**src/rtl/eth_transmitter_if.sv**
```systemverilog
// eth_transmitter_if: host request/status, frame buffer SRAM port and
// serial link signals of the Ethernet-style serial transmitter.
// master: the transmitter side; slave: the host/SRAM/link side.
interface eth_transmitter_if;
    logic        start;
    logic [10:0] len;
    logic [7:0]  d;
    logic [10:0] a;
    logic        n_cs;
    logic        n_oe;
    logic        sck;
    logic        sda;
    logic        busy;
    logic        done;

    modport master (
        input  start, len, d,
        output a, n_cs, n_oe, sck, sda, busy, done
    );

    modport slave (
        output start, len, d,
        input  a, n_cs, n_oe, sck, sda, busy, done
    );
endinterface

```
**src/rtl/eth_transmitter.sv**
```systemverilog
// eth_transmitter: fetches len bytes from a frame buffer SRAM and sends them
// LSB-first on a two-phase serial link (sck low half, sck high half per bit).
// Build option: define ETH_TX_FCS_EN to append an Ethernet CRC-32 FCS
// (reflected 0xEDB88320, init all-ones, sent inverted, LSB-first).
module eth_transmitter (
    input logic              clk,
    input logic              n_rst,
    eth_transmitter_if.master bus
);

    typedef enum logic [2:0] {
        IDLE,
        FETCH,
        SHIFT,
`ifdef ETH_TX_FCS_EN
        FCS,
`endif
        DONE
    } state_t;

    state_t      state_q, state_n;
    logic [10:0] len_q,   len_n;
    logic [10:0] a_q,     a_n;
    logic [7:0]  shreg_q, shreg_n;
    logic [4:0]  bit_q,   bit_n;
    logic        sck_q,   sck_n;
    logic        sda_q,   sda_n;
    logic        more_bytes;

`ifdef ETH_TX_FCS_EN
    logic [31:0] crc_q, crc_n;
    logic [31:0] crc_upd;

    function automatic logic [31:0] crc_step(input logic [31:0] c, input logic b);
        crc_step = {1'b0, c[31:1]} ^ (((c[0] ^ b) == 1'b1) ? 32'hEDB88320 : 32'h0000_0000);
    endfunction
`endif

    // Bytes sent so far is a+1; another byte follows while that is below len.
    assign more_bytes = ({1'b0, a_q} + 12'd1) < {1'b0, len_q};

`ifdef ETH_TX_FCS_EN
    // CRC including the payload bit currently on the wire (shreg[0]).
    assign crc_upd = crc_step(crc_q, shreg_q[0]);
`endif

    // State and datapath registers; reset clears everything so no partial frame resumes.
    always_ff @(posedge clk) begin
        if (!n_rst) begin
            state_q <= IDLE;
            len_q   <= '0;
            a_q     <= '0;
            shreg_q <= '0;
            bit_q   <= '0;
            sck_q   <= 1'b0;
            sda_q   <= 1'b0;
`ifdef ETH_TX_FCS_EN
            crc_q   <= '0;
`endif
        end else begin
            state_q <= state_n;
            len_q   <= len_n;
            a_q     <= a_n;
            shreg_q <= shreg_n;
            bit_q   <= bit_n;
            sck_q   <= sck_n;
            sda_q   <= sda_n;
`ifdef ETH_TX_FCS_EN
            crc_q   <= crc_n;
`endif
        end
    end

    // Next-state and next-datapath logic; sck/sda are produced as registered values.
    always_comb begin
        state_n = state_q;
        len_n   = len_q;
        a_n     = a_q;
        shreg_n = shreg_q;
        bit_n   = bit_q;
        sck_n   = sck_q;
        sda_n   = sda_q;
`ifdef ETH_TX_FCS_EN
        crc_n   = crc_q;
`endif

        unique case (state_q)
            IDLE: begin
                sck_n = 1'b0;
                sda_n = 1'b0;
                a_n   = '0;
                if (bus.start && (bus.len != 11'd0)) begin
                    len_n   = bus.len;
                    state_n = FETCH;
`ifdef ETH_TX_FCS_EN
                    crc_n   = '1;
`endif
                end
            end

            FETCH: begin
                // SRAM data is valid now; first bit goes out with the load.
                sck_n   = 1'b0;
                shreg_n = bus.d;
                sda_n   = bus.d[0];
                bit_n   = '0;
                state_n = SHIFT;
            end

            SHIFT: begin
                if (!sck_q) begin
                    // Phase L -> H: raise sck, sda held at the current bit.
                    sck_n = 1'b1;
                    sda_n = shreg_q[0];
                end else begin
                    sck_n = 1'b0;
`ifdef ETH_TX_FCS_EN
                    crc_n = crc_upd;
`endif
                    if (bit_q == 5'd7) begin
                        if (more_bytes) begin
                            a_n     = a_q + 11'd1;
                            state_n = FETCH;
                        end else begin
                            a_n   = '0;
`ifdef ETH_TX_FCS_EN
                            // Last payload bit is folded in above; FCS bit 0 follows directly.
                            bit_n   = '0;
                            sda_n   = ~crc_upd[0];
                            state_n = FCS;
`else
                            sda_n   = 1'b0;
                            state_n = DONE;
`endif
                        end
                    end else begin
                        shreg_n = {1'b0, shreg_q[7:1]};
                        sda_n   = shreg_q[1];
                        bit_n   = bit_q + 5'd1;
                    end
                end
            end

`ifdef ETH_TX_FCS_EN
            FCS: begin
                if (!sck_q) begin
                    sck_n = 1'b1;
                    sda_n = ~crc_q[0];
                end else begin
                    sck_n = 1'b0;
                    if (bit_q == 5'd31) begin
                        sda_n   = 1'b0;
                        state_n = DONE;
                    end else begin
                        // The CRC register doubles as the FCS shift register.
                        crc_n = {1'b0, crc_q[31:1]};
                        sda_n = ~crc_q[1];
                        bit_n = bit_q + 5'd1;
                    end
                end
            end
`endif

            DONE: begin
                sck_n   = 1'b0;
                sda_n   = 1'b0;
                a_n     = '0;
                state_n = IDLE;
            end

            default: begin
                state_n = IDLE;
            end
        endcase
    end

    assign bus.a    = a_q;
    assign bus.sck  = sck_q;
    assign bus.sda  = sda_q;
    assign bus.busy = (state_q != IDLE) && (state_q != DONE);
    assign bus.done = (state_q == DONE);
    assign bus.n_cs = !((state_q == FETCH) || (state_q == SHIFT));
    assign bus.n_oe = !((state_q == FETCH) || (state_q == SHIFT));

endmodule
```
**src/flat_wrapper.sv**
```systemverilog
// flat-port wrapper written by rule: the top's interface ports become plain ports
module eth_transmitter_flat 
  (clk, n_rst, bus_start, bus_len, bus_d, bus_a, bus_n_cs, bus_n_oe, bus_sck, bus_sda, bus_busy, bus_done);
  eth_transmitter_if bus_i ();
  input logic clk;
  input logic n_rst;
  input wire logic [$bits(bus_i.start)-1:0] bus_start;
  input wire logic [$bits(bus_i.len)-1:0] bus_len;
  input wire logic [$bits(bus_i.d)-1:0] bus_d;
  output wire logic [$bits(bus_i.a)-1:0] bus_a;
  output wire logic [$bits(bus_i.n_cs)-1:0] bus_n_cs;
  output wire logic [$bits(bus_i.n_oe)-1:0] bus_n_oe;
  output wire logic [$bits(bus_i.sck)-1:0] bus_sck;
  output wire logic [$bits(bus_i.sda)-1:0] bus_sda;
  output wire logic [$bits(bus_i.busy)-1:0] bus_busy;
  output wire logic [$bits(bus_i.done)-1:0] bus_done;
  assign bus_i.start = bus_start;
  assign bus_i.len = bus_len;
  assign bus_i.d = bus_d;
  assign bus_a = bus_i.a;
  assign bus_n_cs = bus_i.n_cs;
  assign bus_n_oe = bus_i.n_oe;
  assign bus_sck = bus_i.sck;
  assign bus_sda = bus_i.sda;
  assign bus_busy = bus_i.busy;
  assign bus_done = bus_i.done;
  eth_transmitter u_core (.clk(clk), .n_rst(n_rst), .bus(bus_i));
endmodule
```
**config.mk**
```make
export PLATFORM = sky130hd
export DESIGN_NAME = eth_transmitter_flat
export DESIGN_NICKNAME = d
export VERILOG_FILES = /design/src/rtl/eth_transmitter_if.sv /design/src/rtl/eth_transmitter.sv /design/src/flat_wrapper.sv
export SDC_FILE = /design/constraint.sdc
export NUM_CORES = 1
export LEC_CHECK = 0
export ABC_AREA = 1
export CAP_MARGIN = 20
export CORE_MARGIN = 2
export CORE_UTILIZATION = 40
export CTS_CLUSTER_DIAMETER = 40
export DETAILED_ROUTE_END_ITERATION = 12
export PLACE_DENSITY = 0.73
export SLEW_MARGIN = 5
export SYNTH_ARGS = -nofsm -noshare
export SYNTH_HDL_FRONTEND = slang
export SYNTH_SLANG_ARGS = --single-unit
export TNS_END_PERCENT = 50
```
**constraint.sdc**
```tcl
create_clock -name clk -period 2.5 [get_ports clk]
set_input_delay 0.5 -clock clk [delete_from_list [all_inputs] [get_ports clk]]
set_output_delay 0.5 -clock clk [all_outputs]
set_load 0.005 [all_outputs]
```
==> impl_metrics.env, run 1 <==
export IMPL_status="complete, no violations"
export IMPL_core_um2=5510
export IMPL_syn_inst=329
export IMPL_syn_avg_cell_area_um2=6.94
export IMPL_synthTopCellsByCount="80 x nand2_1, 45 x inv_1, 39 x dfxtp_1"
export IMPL_p_int_mw=1.40
export IMPL_grt_max_degree=23
export IMPL_wl_met1_um=2340
export IMPL_grt_pass1_vias=2002
export IMPL_r2r_cells=17
export IMPL_nets=419
export IMPL_synth_flop_cell="dfxtp_1"
export IMPL_syn_area_um2=2280
export IMPL_ios=39
export IMPL_clk_path_buf_depth=2
export IMPL_dr_wl_met3_um=236
export IMPL_worstPathMaxFanout=6
export IMPL_worst_skew_pair_late_latency_ns=0.29
export IMPL_fillCellCount=537
export IMPL_finalPower_mw=2.35
export IMPL_setup_ws_ns=0.145
export IMPL_drt_first_iter_violations=106
export IMPL_synth_nets=370
export IMPL_arrival_ns=2.57
export IMPL_vias=2227
export IMPL_yosys_warnings=0
export IMPL_top_layer_used="met4"
export IMPL_initial_utilization=0.415
export IMPL_tightest_slew_ns=0.463
export IMPL_hold_class="reg -> reg"
export IMPL_drt_total_wl_um=5410
export IMPL_maxCapViolations=0
export IMPL_seq_power_share=0.358
export IMPL_p_per_area_nw_per_um2=798
export IMPL_clkSlewWorstSetupHoldPaths_ns=0.07
export IMPL_fmax_mhz=425
export IMPL_ir_drop_mv=0.465
export IMPL_yosys_top_cells_area="dfxtp_1 34%, nand2_1 13%, ha_1 10%"
export IMPL_fp_dieW_um=79.6
export IMPL_first_pass_iters=4
export IMPL_syn2layout_area_growth_pct=29.1
export IMPL_cp_end_kind="flip-flop"
export IMPL_h_tree_depth=2
export IMPL_synth_cell_types=33
export IMPL_gp_congestion=0.927
export IMPL_port_buffers=38
export IMPL_hold_depth=2
export IMPL_layout_cells_non_filler=449
export IMPL_skew_ns=0.00712
export IMPL_combPwrFrac=0.471
export IMPL_clkPwrFrac=0.171
export IMPL_cts_tree="built"
export IMPL_place_inst=436
export IMPL_hold_start="u_core.len_q[0]"
export IMPL_die_h_um=79.6
export IMPL_hpwl_um=3970
export IMPL_dieArea_um2=6330
export IMPL_root_buffer="clkbuf_8"
export IMPL_grt_antenna_before_repair=0
export IMPL_fin_crit_ns=2.36
export IMPL_sw_frac_of_total=0.403
export IMPL_maxSlewViolCount=0
export IMPL_synth_edf_count=0
export IMPL_dr_wl_met2_um=2750
export IMPL_p_leak_nw=1.27
export IMPL_overflow=0
export IMPL_setup_violations=0
export IMPL_grt_usage=0.175
export IMPL_drc=0
export IMPL_cts_buffers=5
export IMPL_setup_worst_path_start_class="flip-flop"
export IMPL_finalCritPeriodShare=0.942
export IMPL_yosys_cell_count_top_type="nand2_1"
export IMPL_p_sw_mw=0.950
export IMPL_critPathLaunch="u_core.bus.a[1]"
export IMPL_ys_async_sr_fraction=0
export IMPL_rows=27
export IMPL_timing_final_hold_violations=0
export IMPL_yosysTopAreaCellShare=0.342
export IMPL_place_ws_ns=0.0745
export IMPL_cts_sinks=39
export IMPL_detail_route_wl_per_cell_um=12.0
export IMPL_crit_type="reg -> reg"
export IMPL_yosys_register_bits=39
export IMPL_drive_above_1_share=0.141
export IMPL_fin_setup_tns_ns=0
export IMPL_yosys_area_top_type="dfxtp_1"
export IMPL_reg2reg_from="u_core.bus.a[1]"
export IMPL_r2r_setup_slack_ns=0.14
export IMPL_ys_seq_area_frac=0.342
export IMPL_relSlewSlack=0.691
export IMPL_crit_required_ns=2.71
export IMPL_postRouteAntennaNets=0
export IMPL_diodes=0
export IMPL_vias_per_cell=4.96
export IMPL_grt_pass1_wl_um=8780
==> layout by cell type, fill, tap and decap left out, drive strengths merged, types with 6 or more instances in the layout <==
cell,instances
clkbuf,6
o21ai,24
a21oi,35
inv,47
nor2,25
dfxtp,39
clkdlybuf4s50,38
nand4,11
ha,19
a31oi,7
buf,16
nand2,82
nand3,13
==> layer usage <==
metal  GRT usage  vias to the layer above
met4      0.0672                        0
met3      0.0419                       10
met5           0                        -
met2       0.308                       47
met1       0.204                     1006
li1            -                     1164
==> sequential cells by signal (all words and copies together), names as in the netlist <==
name            flops
u_core.state_q      2
u_core.bus.a       11
u_core.bus.sda      1
u_core.len_q       11
u_core.shreg_q      8
u_core.bus.sck      1
u_core.bit_q        5
==> final timing paths <==
check	end
worst min register to register	u_core.len_q[0]
worst min-delay path	u_core.len_q[0]
worst max register to register	u_core.bus.a[6]
worst max-delay path	u_core.bus.a[6]
==> power groups by stage <==
stage          logic [mW]  registers (mW)  clock network [mW]
2_1_floorplan       0.729           0.834                   0
3_3_place_gp         1.03           0.845                   0
3_5_place_dp         1.05           0.853                   0
4_1_cts              1.06           0.838               0.410
5_1_grt              1.24           0.860               0.438
6_report             1.11           0.843               0.402
==> critical path, stage by stage (launching register included) <==
cell and delay [ns]:
dfxtp_2 0.37, ha_2 0.18, nand2_1 0.06, inv_2 0.07, nand2_2 0.08, nor2_4 0.14
nand3_1 0.08, nand2_1 0.07, nand2_1 0.06, inv_1 0.09, ha_4 0.21, a21oi_1 0.12
nand2_1 0.07, nor2_2 0.14, buf_6 0.14, buf_4 0.11, nand4_1 0.10, a21oi_1 0.19
==> timing repair <==
item                       CTS  global route
setup buffers                0             7
hold buffers                 0             0
setup endpoints to repair    0            13
resized for setup            0            23
==> layout make-up <==
cell class | instances | area (um2) | share of cell area
inverter | 47 | 176 | 0.0598
sequential | 39 | 792 | 0.268
multi-input combinational | 231 | 1320 | 0.446
timing repair buffer | 54 | 504 | 0.171
tap | 72 | 90.1 | 0.0305
clock buffer | 6 | 72.6 | 0.0246
==> per-stage QoR <==
stage	util	instance area [um2]	hold WS, ns
2_1_floorplan	-	2280	0.424
3_3_place_gp	0.501	2760	0.430
3_5_place_dp	0.501	2760	0.435
4_1_cts	0.514	2830	0.446
5_1_grt	0.536	2950	0.486
6_report	0.536	2950	0.446
==> cell families after synthesis <==
kind of cell,after synthesis,synth area share
xor gates and xnor gates,3,0.0115
and+or+nand+nor,137,0.262
buffers and inverters,59,0.106
adders and majority gates,19,0.104
DFF,39,0.342
AOI/OAI and AO/OA,72,0.175
No activity file was read; power rests on OpenSTA's default activity.
==> run 2, diff against run 1 <==
--- a/config.mk
+++ b/config.mk
@@ -10,6 +10,7 @@
 export CORE_MARGIN = 2
 export CORE_UTILIZATION = 40
 export CTS_CLUSTER_DIAMETER = 40
+export CTS_CLUSTER_SIZE = 28
 export DETAILED_ROUTE_END_ITERATION = 12
 export PLACE_DENSITY = 0.73
 export SLEW_MARGIN = 5
==> results of run 2 <==
Same layout as run 1: the final DEF is identical, and so are final timing and power.
==> run 3, diff against run 2 <==
--- a/config.mk
+++ b/config.mk
@@ -6,13 +6,13 @@
 export NUM_CORES = 1
 export LEC_CHECK = 0
 export ABC_AREA = 1
-export CAP_MARGIN = 20
-export CORE_MARGIN = 2
+export CORE_MARGIN = 5
 export CORE_UTILIZATION = 40
 export CTS_CLUSTER_DIAMETER = 40
 export CTS_CLUSTER_SIZE = 28
 export DETAILED_ROUTE_END_ITERATION = 12
 export PLACE_DENSITY = 0.73
+export RECOVER_POWER = 50
 export SLEW_MARGIN = 5
 export SYNTH_ARGS = -nofsm -noshare
 export SYNTH_HDL_FRONTEND = slang
==> run 3 against run 2 <==
Non-clock buffer count shrank 6. Flip-flop and latch count is the same. Worst hold slack gained 0.0029 ns. Cell count shrank 0.89%. Critical endpoint is now bus_n_cs. Largest cell class unchanged.
==> impl_metrics.env, run 3 (synthesis results as in run 1) <==
export IMPL_critPathBufInv=3
export IMPL_fin_setup_tns_ns=0
export IMPL_rsz0062_at_grt="true"
export IMPL_final_common_cell="nand2_1"
export IMPL_design_area_um2=2900
export IMPL_hpwl_um=4100
export IMPL_vias_per_cell=4.97
export IMPL_crit_path_end="bus_n_cs"
export IMPL_crit_required_ns=2.00
export IMPL_busiest_layer="met2"
export IMPL_maxCapViolations=0
export IMPL_fp_dieW_um=85.6
export IMPL_status="complete, no violations"
export IMPL_initial_utilization=0.412
export IMPL_critPathLaunch="u_core.state_q[0]"
export IMPL_critPathSlowestCell="clkdlybuf4s50_1"
export IMPL_r2r_cells=15
export IMPL_r2r_end="u_core.bus.a[10]"
export IMPL_clkSlewWorstSetupHoldPaths_ns=0.08
export IMPL_cp_end_kind="primary output"
export IMPL_cts_hold_buf=0
export IMPL_worstPathCellList="inv_1 -> ha_1 -> inv_1 -> clkdlybuf4s50_1"
export IMPL_grt_usage=0.153
export IMPL_dieArea_um2=7320
export IMPL_p_per_area_nw_per_um2=811
export IMPL_h_tree_depth=2
export IMPL_setup_worst_path_start_class="flip-flop"
export IMPL_worstPathMaxFanout=6
export IMPL_arrival_ns=1.82
export IMPL_core_um2=5540
export IMPL_nets=413
export IMPL_worst_skew_pair_late_latency_ns=0.30
export IMPL_place_inst=436
export IMPL_detail_route_wl_per_cell_um=12.2
export IMPL_cts_sinks=39
export IMPL_setup_violations=0
export IMPL_overflow=0
export IMPL_drive_above_1_share=0.115
export IMPL_cts_tree="built"
export IMPL_maxSlewViolCount=0
export IMPL_place_area_um2=2760
export IMPL_die_h_um=85.6
export IMPL_worst_path_stages=4
export IMPL_fin_crit_ns=2.32
export IMPL_syn2layout_area_growth_pct=26.8
export IMPL_p_leak_nw=1.26
export IMPL_drc=0
export IMPL_final_cell_mix="79 x nand2_1, 44 x inv_1, 38 x clkdlybuf4s50_1"
export IMPL_rows=27
export IMPL_fillCellCount=554
export IMPL_postCtsSetupBuffers=0
export IMPL_finalCritPeriodShare=0.928
export IMPL_drt_first_iter_violations=116
export IMPL_use_met1=0.180
export IMPL_grt_util_met3=0.0365
export IMPL_crit_top_cell="inv_1"
export IMPL_timing_final_hold_violations=0
export IMPL_gp_congestion=0.863
export IMPL_grt_pass1_wl_um=9120
export IMPL_clk_path_buf_depth=2
export IMPL_ios=39
export IMPL_crit_type="reg -> out"
export IMPL_grt_pass1_vias=2059
export IMPL_hold_depth=2
export IMPL_drt_total_wl_um=5420
export IMPL_path_delay_family="buffers and inverters"
export IMPL_relSlewSlack=0.675
export IMPL_skew_ns=0.00546
export IMPL_reg2reg_from="u_core.bus.a[1]"
export IMPL_r2r_setup_slack_ns=0.19
export IMPL_postRouteAntennaNets=0
export IMPL_tightest_slew_ns=0.486
export IMPL_cts_resized_gates=0
export IMPL_cts_buffers=5
export IMPL_ir_drop_mv=0.427
export IMPL_fmax_mhz=431
export IMPL_vias=2210
export IMPL_max_stage_delay_ns=0.50
export IMPL_root_buffer="clkbuf_8"
export IMPL_layout_cells_non_filler=445
export IMPL_hold_class="reg -> reg"
export IMPL_grt_antenna_before_repair=0
export IMPL_use_met2=0.256
export IMPL_diodes=0
export IMPL_hold_slack_ns=0.449
export IMPL_grt_max_degree=23
export IMPL_port_buffers=38
export IMPL_first_pass_iters=4
run 3: per-stage QoR:
| stage | utilization | total power, mW | worst slack [ns] |
|---|---|---|---|
| final | 0.523 | 2.35 | 0.181 |
| after global routing | 0.523 | 2.54 | -0.0158 |
| after CTS | 0.513 | 2.34 | 0.0654 |
| after detailed placement | 0.498 | 1.92 | 0.0859 |
| after global placement | 0.498 | 1.89 | 0.193 |
| after floorplan | - | 1.56 | 0.358 |
run 3: worst min path at each step:
stage	slack (ns)	endpoint	startpoint
6_report	0.45	u_core.len_q[0]	u_core.len_q[0]
5_1_grt	0.48	u_core.len_q[0]	u_core.len_q[0]
4_1_cts	0.45	u_core.len_q[0]	u_core.len_q[0]
3_5_place_dp	0.44	u_core.len_q[0]	u_core.len_q[0]
3_3_place_gp	0.43	u_core.len_q[0]	u_core.len_q[0]
2_1_floorplan	0.42	u_core.len_q[0]	u_core.len_q[0]
run 3: layer usage:
layer	routed length, um	share of wire
met5	0	0
met4	138	0.025
met3	277	0.051
met2	2600	0.48
met1	2400	0.44
run 3: power by group:
group	switching (mW)	internal (mW)	total, mW	leakage (nW)
clock network	0.232	0.191	0.423	0.0477
logic	0.651	0.433	1.08	0.895
registers	0.0799	0.761	0.840	0.321
total	0.963	1.38	2.35	1.26
run 3: cell type report:
class	count	area (um2)	share of cell area
Sequential cell	39	786	0.271
Clock inverter	3	15.0	0.00518
Inverter	47	176	0.0609
Tap cell	72	90.1	0.0311
Timing Repair Buffer	48	457	0.158
Clock buffer	5	68.8	0.0238
Multi-Input combinational cell	231	1300	0.450
run 3: worst min-delay path, stage by stage, from the launching register on:
cell	delay, ns
dfxtp_1	0.31
inv_1	0.05
a21oi_1	0.05
